<file path="config.mk">
export PLATFORM = sky130hd
export DESIGN_NAME = ivl_ovl_fire_arbiter
export DESIGN_NICKNAME = d
export VERILOG_FILES = /design/src/rtl/ivl_ovl_fire_arbiter.sv
export SDC_FILE = /design/constraint.sdc
export NUM_CORES = 1
export LEC_CHECK = 0
export CAP_MARGIN = 15
export CORE_MARGIN = 3
export CORE_UTILIZATION = 40
export CTS_CLUSTER_DIAMETER = 100
export DETAILED_ROUTE_END_ITERATION = 10
export PLACE_DENSITY_LB_ADDON = 0.25
export SYNTH_ARGS = -nofsm -noshare
export SYNTH_HDL_FRONTEND = slang
export SYNTH_SLANG_ARGS = --single-unit
</file>
<file path="constraint.sdc">
create_clock -name clock -period 5.7 [get_ports clock]
set_input_delay 0.855 -clock clock [delete_from_list [all_inputs] [get_ports clock]]
set_output_delay 0.855 -clock clock [all_outputs]
set_load 0.01 [all_outputs]
</file>
<file path="src/rtl/ivl_ovl_fire_arbiter.sv">
// Counts qualified OVL checker fire cycles per checker and
// round-robin arbitrates the counts onto one valid/ready report port.
module ivl_ovl_fire_arbiter #(
    parameter int N_CHK = 4,
    parameter int CNT_W = 8,
    parameter int ID_W  = 4
) (
    input  logic             clock,
    input  logic             reset,
    input  logic             enable,
    input  logic [N_CHK-1:0] chk_mask,
    input  logic [N_CHK-1:0] fire,
    output logic             rpt_valid,
    input  logic             rpt_ready,
    output logic [ID_W-1:0]  rpt_id,
    output logic [CNT_W-1:0] rpt_count,
    output logic [N_CHK-1:0] pending,
    output logic             err_seen
);

    typedef enum logic {
        IDLE,
        REPORT
    } state_e;

    state_e           state_q;
    logic [CNT_W-1:0] cnt_q [N_CHK];
    logic [CNT_W-1:0] cnt_d [N_CHK];
    logic [ID_W-1:0]  rr_ptr_q;
    logic [ID_W-1:0]  ptr_d;
    logic             rpt_valid_q;
    logic [ID_W-1:0]  rpt_id_q;
    logic [CNT_W-1:0] rpt_count_q;
    logic             err_q;

    logic [N_CHK-1:0] qual;
    logic             hi_vld;
    logic             lo_vld;
    logic [ID_W-1:0]  hi_id;
    logic [ID_W-1:0]  lo_id;
    logic             gnt_vld;
    logic [ID_W-1:0]  gnt_id;
    logic             grant;
    logic [CNT_W-1:0] gnt_cnt;
    logic [CNT_W-1:0] base;

    // X or Z on a fire bit is treated as no fire
    always_comb begin
        qual = '0;
        for (int i = 0; i < N_CHK; i++) begin
            qual[i] = enable & chk_mask[i] & (fire[i] === 1'b1);
        end
    end

    always_comb begin
        pending = '0;
        for (int i = 0; i < N_CHK; i++) begin
            pending[i] = (cnt_q[i] != '0);
        end
    end

    // Lowest pending index at or above the pointer, else lowest overall
    always_comb begin
        hi_vld = 1'b0;
        lo_vld = 1'b0;
        hi_id  = '0;
        lo_id  = '0;
        for (int i = N_CHK - 1; i >= 0; i--) begin
            if (pending[i]) begin
                lo_vld = 1'b1;
                lo_id  = ID_W'(i);
                if (i >= int'(rr_ptr_q)) begin
                    hi_vld = 1'b1;
                    hi_id  = ID_W'(i);
                end
            end
        end
        gnt_vld = hi_vld | lo_vld;
        gnt_id  = hi_vld ? hi_id : lo_id;
        grant   = (state_q == IDLE) && gnt_vld;
    end

    // The granted counter restarts from zero; a fire in the grant cycle counts as 1
    always_comb begin
        gnt_cnt = '0;
        base    = '0;
        for (int i = 0; i < N_CHK; i++) begin
            base = cnt_q[i];
            if (grant && (gnt_id == ID_W'(i))) begin
                gnt_cnt = cnt_q[i];
                base    = '0;
            end
            if (qual[i] && (base != {CNT_W{1'b1}})) begin
                cnt_d[i] = base + CNT_W'(1);
            end else begin
                cnt_d[i] = base;
            end
        end
    end

    always_comb begin
        if (int'(rpt_id_q) >= N_CHK - 1) begin
            ptr_d = '0;
        end else begin
            ptr_d = rpt_id_q + ID_W'(1);
        end
    end

    always_ff @(posedge clock or negedge reset) begin
        if (!reset) begin
            state_q     <= IDLE;
            rr_ptr_q    <= '0;
            rpt_valid_q <= 1'b0;
            rpt_id_q    <= '0;
            rpt_count_q <= '0;
            err_q       <= 1'b0;
            for (int i = 0; i < N_CHK; i++) begin
                cnt_q[i] <= '0;
            end
        end else begin
            for (int i = 0; i < N_CHK; i++) begin
                cnt_q[i] <= cnt_d[i];
            end
            if (|qual) begin
                err_q <= 1'b1;
            end
            unique case (state_q)
                IDLE: begin
                    if (gnt_vld) begin
                        rpt_valid_q <= 1'b1;
                        rpt_id_q    <= gnt_id;
                        rpt_count_q <= gnt_cnt;
                        state_q     <= REPORT;
                    end
                end
                REPORT: begin
                    if (rpt_ready) begin
                        rpt_valid_q <= 1'b0;
                        rr_ptr_q    <= ptr_d;
                        state_q     <= IDLE;
                    end
                end
                default: state_q <= IDLE;
            endcase
        end
    end

    assign rpt_valid = rpt_valid_q;
    assign rpt_id    = rpt_id_q;
    assign rpt_count = rpt_count_q;
    assign err_seen  = err_q;

endmodule
</file>
==> out/metrics.sh, run 1 <==
CLOCK_EDGE_TRANSITION_AT_THE_REGISTERS_ON_THE_REPORTED_SETUP_AND_HOLD_PATHS_NS=0.08
YOSYS-TOP-CELLS-COUNT='sky130_fd_sc_hd__dfrtp_1 (47), sky130_fd_sc_hd__nor2_1 (32), sky130_fd_sc_hd__nand2_1 (26)'
SYNTH_MOST_COMMON_CELL='sky130_fd_sc_hd__dfrtp_1'
DIE_Y_UM=86.8
CRITPATHARRIVALTIME_NS=4.01
POSTCTSRESIZEDCELLS=0
RUN_STATUS='completed'
WORST-PATH-MAX-FANOUT=12
SYN_AVG_CELL_AREA_UM2=10.0
DRT-TOTAL-WL_MM=6.07
CTS_HOLD_BUF=0
CTSROOTBUFFERMASTER='sky130_fd_sc_hd__clkbuf_8'
ROWS=28
GRT_START_MAX_NET_PINS=48
POST_SYNTH_INSTANCE_AREA_MM2=0.00261
AREA_ADDED_BETWEEN_SYNTHESIS_AND_FINISH_PCT=16.0
SYNTH.YOSYS.WARNINGS=0
TRITONCTS.NUM_BUFFERS=5
FIN_TOTAL_PWR_W=0.00148
YS_FF_LATCH=47
GRT_PASS1_WL_MM=9.99
WIRE_PER_INST_UM=16.7
LAYOUT.FILLER_CELLS=560
CRIT_TYPE='reg -> reg'
SYNTH_TOP_CELL_BY_AREA='sky130_fd_sc_hd__dfrtp_1'
MIN_PERIOD_OVER_PERIOD=0.676
VIAS_PER_CELL=5.86
DRCVIOLATIONCOUNT=0
SYN_INST=260
DRV.MAX_CAP_VIOLATION_COUNT=0
POST_SYNTHESIS_ASYNC_SET_OR_RESET_FLOP_SHARE=1.00
IO_BUFFERS=27
HOLD_VIOLATIONS=0
POWER.DENSITY_CELL_AREA_mW_PER_MM2=491
NUMBER_OF_ANTENNA_VIOLATIONS_AT_THE_FIRST_CHECK_IN_GLOBAL_ROUTING=0
FINISH.UTILIZATION=0.494
IOS=30
CRIT_REQUIRED_NS=5.85
FINAL-MAX-SLEW-VIOLATION-COUNT=0
FLOORPLAN.INITIALDENSITY=0.426
RR_STARTPOINT='cnt_q[0]$_DFF_PN0_'
YOSYS_MOST_USED_DFF='sky130_fd_sc_hd__dfrtp_1'
LEAKAGEPOWER_nW=1.38
CTS_TREE='done'
NETLIST.AREA_LEADER.SHARE=0.451
FMAXACHIEVABLE_MHz=260
CRIT_PATH_END_KIND='register'
VIAS=2134
FIRST_ITER_VIOLATIONS=151
DR.PASS1.ITERS=4
TIMING.RR.END='cnt_q[28]$_DFF_PN0_'
GRT-OVFL-TOTAL=0
CTS_MAX_LEVEL=2
SETUP_TNS_NS=0
SYNTH.LIB_CELLS_USED.DISTINCT=52
CLKSINKCOUNT=47
R2R_SLACK_NS=1.85
FIN_SKEW_NS=0.00523
SETUP_VIOL=0
CLKLATENCYLATEPIN_NS=0.30
FINAL_NET_COUNT=304
NUMBER_OF_BUFFERS_BETWEEN_CLOCK_ROOT_AND_THE_DEEPEST_SINK=2
R2R_CELLS=12
MAX_SLEW_MARGIN=0.413
IR_WORST_VDD_V=0.000340
GRT_SETUP_UNREPAIRED='false'
GLOBAL_ROUTE.USAGE.TOTAL=0.171
DRIVE_GT1_FRAC=0.104
WORST_PIN_SLEW_NS=0.877
WORSTHOLDPATHTYPE='in -> async'
DIEAREA_MM2=0.00753
SEQ_AREA_FRAC_SYNTH=0.451
FINALWEIGHTEDCONGESTION=0.907
FLOORPLAN.DIE.WIDTH_UM=86.8
GRT_PASS1_VIAS=1887
DRTANTENNAVIOLNETS=0
CORE_MM2=0.00613
NUM_ANTENNA_CELLS=0
LAYOUT_MIN_CYCLE_TIME_NS=3.85
CRITICAL_PATH.STARTPOINT_TYPE='register'
CTS_POST_SETUP_BUFFERS_INSERTED=0
PLACE_HPWL_MM=4.44
SYNTHTOPCELLSBYAREA='sky130_fd_sc_hd__dfrtp_1 (45%), sky130_fd_sc_hd__xor2_1 (6.4%), sky130_fd_sc_hd__mux2i_1 (4.6%)'
SYNTH-EDFF-COUNT=0
==> per-stage QoR <==
stage / worst slack, ns / area [um2] / hold WS [ns] / std cells
after CTS: 1.89 / 3010 / 0.494 / 363
after floorplan: 2.63 / 2610 / 0.471 / 261
after global placement: 2.00 / 2930 / 0.457 / 357
after detailed placement: 1.92 / 2930 / 0.457 / 357
final: 1.85 / 3030 / 0.414 / 364
after global routing: 1.51 / 3030 / 0.420 / 364
==> where the power goes <==
part	switching, W	leakage, nW	internal (W)	total (W)
combinational	0.000458	0.718	0.000331	0.000789
clock	0.000101	0.0371	0.0000818	0.000183
sequential	0.000105	0.624	0.000408	0.000513
==> state kept, by name, summed over array words and instances, names as in the netlist <==
name       flops
rpt_count      8
err_seen       1
state_q        1
rpt_id         2
rpt_valid      1
rr_ptr_q       2
cnt_q         32
==> cell families after synthesis <==
logic type | after synthesis | share of synthesized area
xor gates and xnor gates | 20 | 0.0671
muxes | 17 | 0.0763
and+or+nand+nor | 114 | 0.231
adders and majority gates | 2 | 0.00959
other | 1 | 0.00144
DFF | 47 | 0.451
AOI/OAI and AO/OA | 39 | 0.129
buffers and inverters | 20 | 0.0345
==> critical path, stage by stage, from the launching register on <==
cell and delay (ns):
sky130_fd_sc_hd__dfrtp_1 0.45, sky130_fd_sc_hd__or4_1 0.57, sky130_fd_sc_hd__nor2_2 0.16, sky130_fd_sc_hd__inv_2 0.09, sky130_fd_sc_hd__a311o_1 0.33, sky130_fd_sc_hd__a221oi_2 0.74
sky130_fd_sc_hd__nand2b_1 0.23, sky130_fd_sc_hd__inv_1 0.05, sky130_fd_sc_hd__ha_1 0.26, sky130_fd_sc_hd__a31oi_1 0.46, sky130_fd_sc_hd__nand4_1 0.17, sky130_fd_sc_hd__xor2_1 0.16
sky130_fd_sc_hd__nor2_1 0.05
==> area by class of cell <==
type                            instances  area, um2  area share
Tap cell                               75       93.8      0.0310
Clock buffer                            6       72.6      0.0240
Sequential cell                        47       1180       0.389
Multi-Input combinational cell        194       1350       0.445
Timing Repair Buffer                   28        285      0.0943
Inverter                               14       52.6      0.0174
==> metal layers <==
layer	global-route usage	wire length, um
met1	0.261	2940
met2	0.245	2710
met5	0	0
met4	0.0524	88
met3	0.0314	334
==> how the worst max path moves through the flow <==
stage | from | slack [ns] | cells past startpoint | end
after global placement | cnt_q[0]$_DFF_PN0_ | 2.00 | 12 | cnt_q[27]$_DFF_PN0_
after detailed placement | cnt_q[0]$_DFF_PN0_ | 1.92 | 12 | cnt_q[28]$_DFF_PN0_
after CTS | cnt_q[0]$_DFF_PN0_ | 1.89 | 12 | cnt_q[28]$_DFF_PN0_
final | cnt_q[0]$_DFF_PN0_ | 1.85 | 12 | cnt_q[28]$_DFF_PN0_
after global routing | cnt_q[0]$_DFF_PN0_ | 1.51 | 12 | cnt_q[27]$_DFF_PN0_
after floorplan | cnt_q[4]$_DFF_PN0_ | 2.63 | 12 | cnt_q[27]$_DFF_PN0_
==> cell usage in the layout (no fill, tap or decap), types with 6 or more instances in the layout <==
cell | Yosys | routed
sky130_fd_sc_hd__dfrtp_1 | 47 | 47
sky130_fd_sc_hd__nor2_1 | 32 | 32
sky130_fd_sc_hd__nand2_1 | 26 | 26
sky130_fd_sc_hd__clkdlybuf4s50_1 | 0 | 26
sky130_fd_sc_hd__xor2_1 | 19 | 19
sky130_fd_sc_hd__nand3_1 | 16 | 16
sky130_fd_sc_hd__inv_1 | 12 | 12
sky130_fd_sc_hd__mux2i_1 | 12 | 12
sky130_fd_sc_hd__nand4_1 | 9 | 9
sky130_fd_sc_hd__o221ai_1 | 6 | 6
(Power assumes the default switching activity.)
==> run 2: changes to the inputs <==
==> constraint.sdc (replaced) <==
create_clock -name clock -period 3.35 [get_ports clock]
set_input_delay 0.5025 -clock clock [delete_from_list [all_inputs] [get_ports clock]]
set_output_delay 0.5025 -clock clock [all_outputs]
set_load 0.01 [all_outputs]
==> run 2 against run 1 <==
Effect of this change: worst setup slack worse by 1.6 ns; first-iteration DRC count up 15%; global-route usage up 0.74 points; worst hold slack worse by 0.039 ns; critical path depth unchanged; clock skew up 0.0097 ns; non-clock buffer count up 13; critical endpoint is now cnt_q[24]$_DFF_PN0_; core utilization up 2.3 points; combinational power up 90%; sequential power up 62%; via count down 1.5%; highest routed layer unchanged; die area unchanged.
==> out/metrics.sh, run 2 (synthesis gave the netlist of run 1 again) <==
RUN_STATUS='completed'  # unchanged
WIRE_PER_INST_UM=16.3  # was 16.7 um
GRT-OVFL-TOTAL=0  # unchanged
LEAKAGEPOWER_nW=1.46  # was 1.38 nW
CTSROOTBUFFERMASTER='sky130_fd_sc_hd__clkbuf_8'  # unchanged
CRIT_PATH_END_KIND='register'  # unchanged
CTS_MAX_LEVEL=2  # unchanged
FINISH.UTILIZATION=0.517  # was 0.494
NUM_ANTENNA_CELLS=0  # unchanged
FMAXACHIEVABLE_MHz=322  # was 260 MHz
CRIT_SLOWEST_CELL='sky130_fd_sc_hd__or4_1'  # was sky130_fd_sc_hd__a221oi_2
MAX_STAGE_DELAY_NS=0.58  # was 0.74 ns
GLOBAL_ROUTE.USAGE.TOTAL=0.179  # was 0.171
DRCVIOLATIONCOUNT=0  # unchanged
CRITICAL_PATH.STARTPOINT_TYPE='register'  # unchanged
DRTANTENNAVIOLNETS=0  # unchanged
TIMING.CRITICAL_PATH.BUF_INV=3  # was 2
CRIT_TYPE='reg -> reg'  # unchanged
WORSTPATHCELLLIST='or4_1, nor2_4, inv_2, a311o_1, a221oi_2, nand2b_1, inv_1, ha_1, a31oi_1, buf_4, nor3_1, a221o_1'  # was or4_1, nor2_2, inv_2, a311o_1, a221oi_2, nand2b_1, inv_1, ha_1, a31oi_1, nand4_1, xor2_1, nor2_1
NUMBER_OF_BUFFERS_BETWEEN_CLOCK_ROOT_AND_THE_DEEPEST_SINK=2  # unchanged
FINAL_NET_COUNT=317  # was 304
POWER.DENSITY_CELL_AREA_mW_PER_MM2=872  # was 491 mW/mm2
IOS=30  # unchanged
DRIVE_GT1_FRAC=0.158  # was 0.104
HOLD_VIOLATIONS=0  # unchanged
LAYOUT.FILLER_CELLS=556  # was 560
DR.PASS1.ITERS=4  # unchanged
GRT_PASS1_VIAS=2104  # was 1887
VIAS_PER_CELL=5.55  # was 5.86
IR_WORST_VDD_V=0.000507  # was 0.000340 V
FIN_TOTAL_PWR_W=0.00276  # was 0.00148 W
PLACE_HPWL_MM=4.57  # was 4.44 mm
CTS_TREE='done'  # unchanged
AREA_ADDED_BETWEEN_SYNTHESIS_AND_FINISH_PCT=21.4  # was 16.0%
FIRST_ITER_VIOLATIONS=174  # was 151
PLACEDINSTANCEAREA_MM2=0.00302  # was 0.00293 mm2
DRT-TOTAL-WL_MM=6.19  # was 6.07 mm
CLKSINKCOUNT=47  # unchanged
FINAL-MAX-SLEW-VIOLATION-COUNT=0  # unchanged
MIN_PERIOD_OVER_PERIOD=0.928  # was 0.676
CRITPATHARRIVALTIME_NS=3.29  # was 4.01 ns
CPLARGESTDELAYFAMILY='compound AO/OA/AOI/OAI gates'  # unchanged
WORST_PIN_SLEW_NS=1.05  # was 0.877 ns
LARGEST_REGISTER_FFS=32  # unchanged
VIAS=2103  # was 2134
MOST-COMMON-LAYOUT-CELLS='sky130_fd_sc_hd__dfrtp_1 (46), sky130_fd_sc_hd__nor2_1 (32), sky130_fd_sc_hd__nand2_1 (26), sky130_fd_sc_hd__clkdlybuf4s50_1 (26), sky130_fd_sc_hd__xor2_1 (19)'  # was sky130_fd_sc_hd__dfrtp_1 (47), sky130_fd_sc_hd__nor2_1 (32), sky130_fd_sc_hd__nand2_1 (26), sky130_fd_sc_hd__clkdlybuf4s50_1 (26), sky130_fd_sc_hd__xor2_1 (19)
GRT_START_MAX_NET_PINS=48  # unchanged
CORE_MM2=0.00613  # unchanged
SETUP_TNS_NS=0  # unchanged
CRIT_REQUIRED_NS=3.53  # was 5.85 ns
ROWS=28  # unchanged
LAYOUT_MIN_CYCLE_TIME_NS=3.11  # was 3.85 ns
FLOORPLAN.DIE.WIDTH_UM=86.8  # unchanged
CLOCK_EDGE_TRANSITION_AT_THE_REGISTERS_ON_THE_REPORTED_SETUP_AND_HOLD_PATHS_NS=0.09  # was 0.08 ns
DRV.MAX_CAP_VIOLATION_COUNT=0  # unchanged
FINALWEIGHTEDCONGESTION=0.859  # was 0.907
DIE_Y_UM=86.8  # unchanged
FIN_AREA_MM2=0.00317  # was 0.00303 mm2
NUMBER_OF_ANTENNA_VIOLATIONS_AT_THE_FIRST_CHECK_IN_GLOBAL_ROUTING=0  # unchanged
REGMOSTFLOPS='cnt_q'  # unchanged
WORSTHOLDPATHTYPE='in -> async'  # unchanged
CLKLATENCYLATEPIN_NS=0.31  # was 0.30 ns
GRT_PASS1_WL_MM=10.5  # was 9.99 mm
MAX_SLEW_MARGIN=0.302  # was 0.413
GRT_SETUP_UNREPAIRED='false'  # unchanged
FINAL_COMMON_CELL='sky130_fd_sc_hd__dfrtp_1'  # unchanged
IO_BUFFERS=27  # unchanged
DIEAREA_MM2=0.00753  # unchanged
FLOORPLAN.INITIALDENSITY=0.426  # unchanged
FIN_SKEW_NS=0.0149  # was 0.00523 ns
TRITONCTS.NUM_BUFFERS=5  # unchanged
SETUP_VIOL=0  # unchanged
WORST-PATH-MAX-FANOUT=6  # was 12
[run 2: layout make-up]
| type | count | area [um2] | area share |
|---|---|---|---|
| Clock inverter | 2 | 35.0 | 0.0111 |
| Sequential cell | 47 | 1180 | 0.372 |
| Multi-Input combinational cell | 194 | 1360 | 0.428 |
| Inverter | 14 | 52.6 | 0.0166 |
| Timing Repair Buffer | 41 | 370 | 0.117 |
| Tap cell | 75 | 93.8 | 0.0296 |
| Clock buffer | 6 | 82.6 | 0.0261 |
[run 2: path summary, 6_finish.rpt]
kind,from,end,slack (ns),cells past startpoint
setup / recovery,cnt_q[1]$_DFF_PN0_,cnt_q[24]$_DFF_PN0_,0.24,12
hold / removal,reset,cnt_q[12]$_DFF_PN0_,0.37,1
setup reg to reg,cnt_q[1]$_DFF_PN0_,cnt_q[24]$_DFF_PN0_,0.24,12
hold reg to reg,err_seen$_DFFE_PN0P_,err_seen$_DFFE_PN0P_,0.48,1
max in group asynchronous,reset,cnt_q[0]$_DFF_PN0_,2.26,1
min in group clock,err_seen$_DFFE_PN0P_,err_seen$_DFFE_PN0P_,0.48,1
[run 2: power breakdown]
part,internal [W],total [W],switching [W]
sequential,0.000696,0.000832,0.000136
combinational,0.000653,0.00150,0.000847
clock,0.000242,0.000432,0.000190
[run 2: layer usage]
layer | global-route usage | wire length [um] | up-vias
li1 | - | - | 1029
met1 | 0.261 | 3100 | 1027
met2 | 0.273 | 2790 | 40
met3 | 0.0295 | 246 | 7
met4 | 0.0524 | 62 | 0
met5 | 0 | 0 | -
[run 2: through the flow]
step,hold WS (ns),setup WS [ns],cells
5_1_grt,0.455,0.00588,379
3_5_place_dp,0.457,0.267,369
2_1_floorplan,0.207,0.283,261
6_report,0.374,0.241,379
4_1_cts,0.415,0.236,377
3_3_place_gp,0.471,0.355,369
[run 2: what timing repair did]
| item | 4_1_cts | 5_1_grt |
|---|---|---|
| hold buffers | 0 | 0 |
| setup endpoints to repair | 0 | 3 |
| setup buffers | 0 | 2 |
| hold endpoints to repair | 0 | 0 |
| gates resized for setup | 0 | 3 |
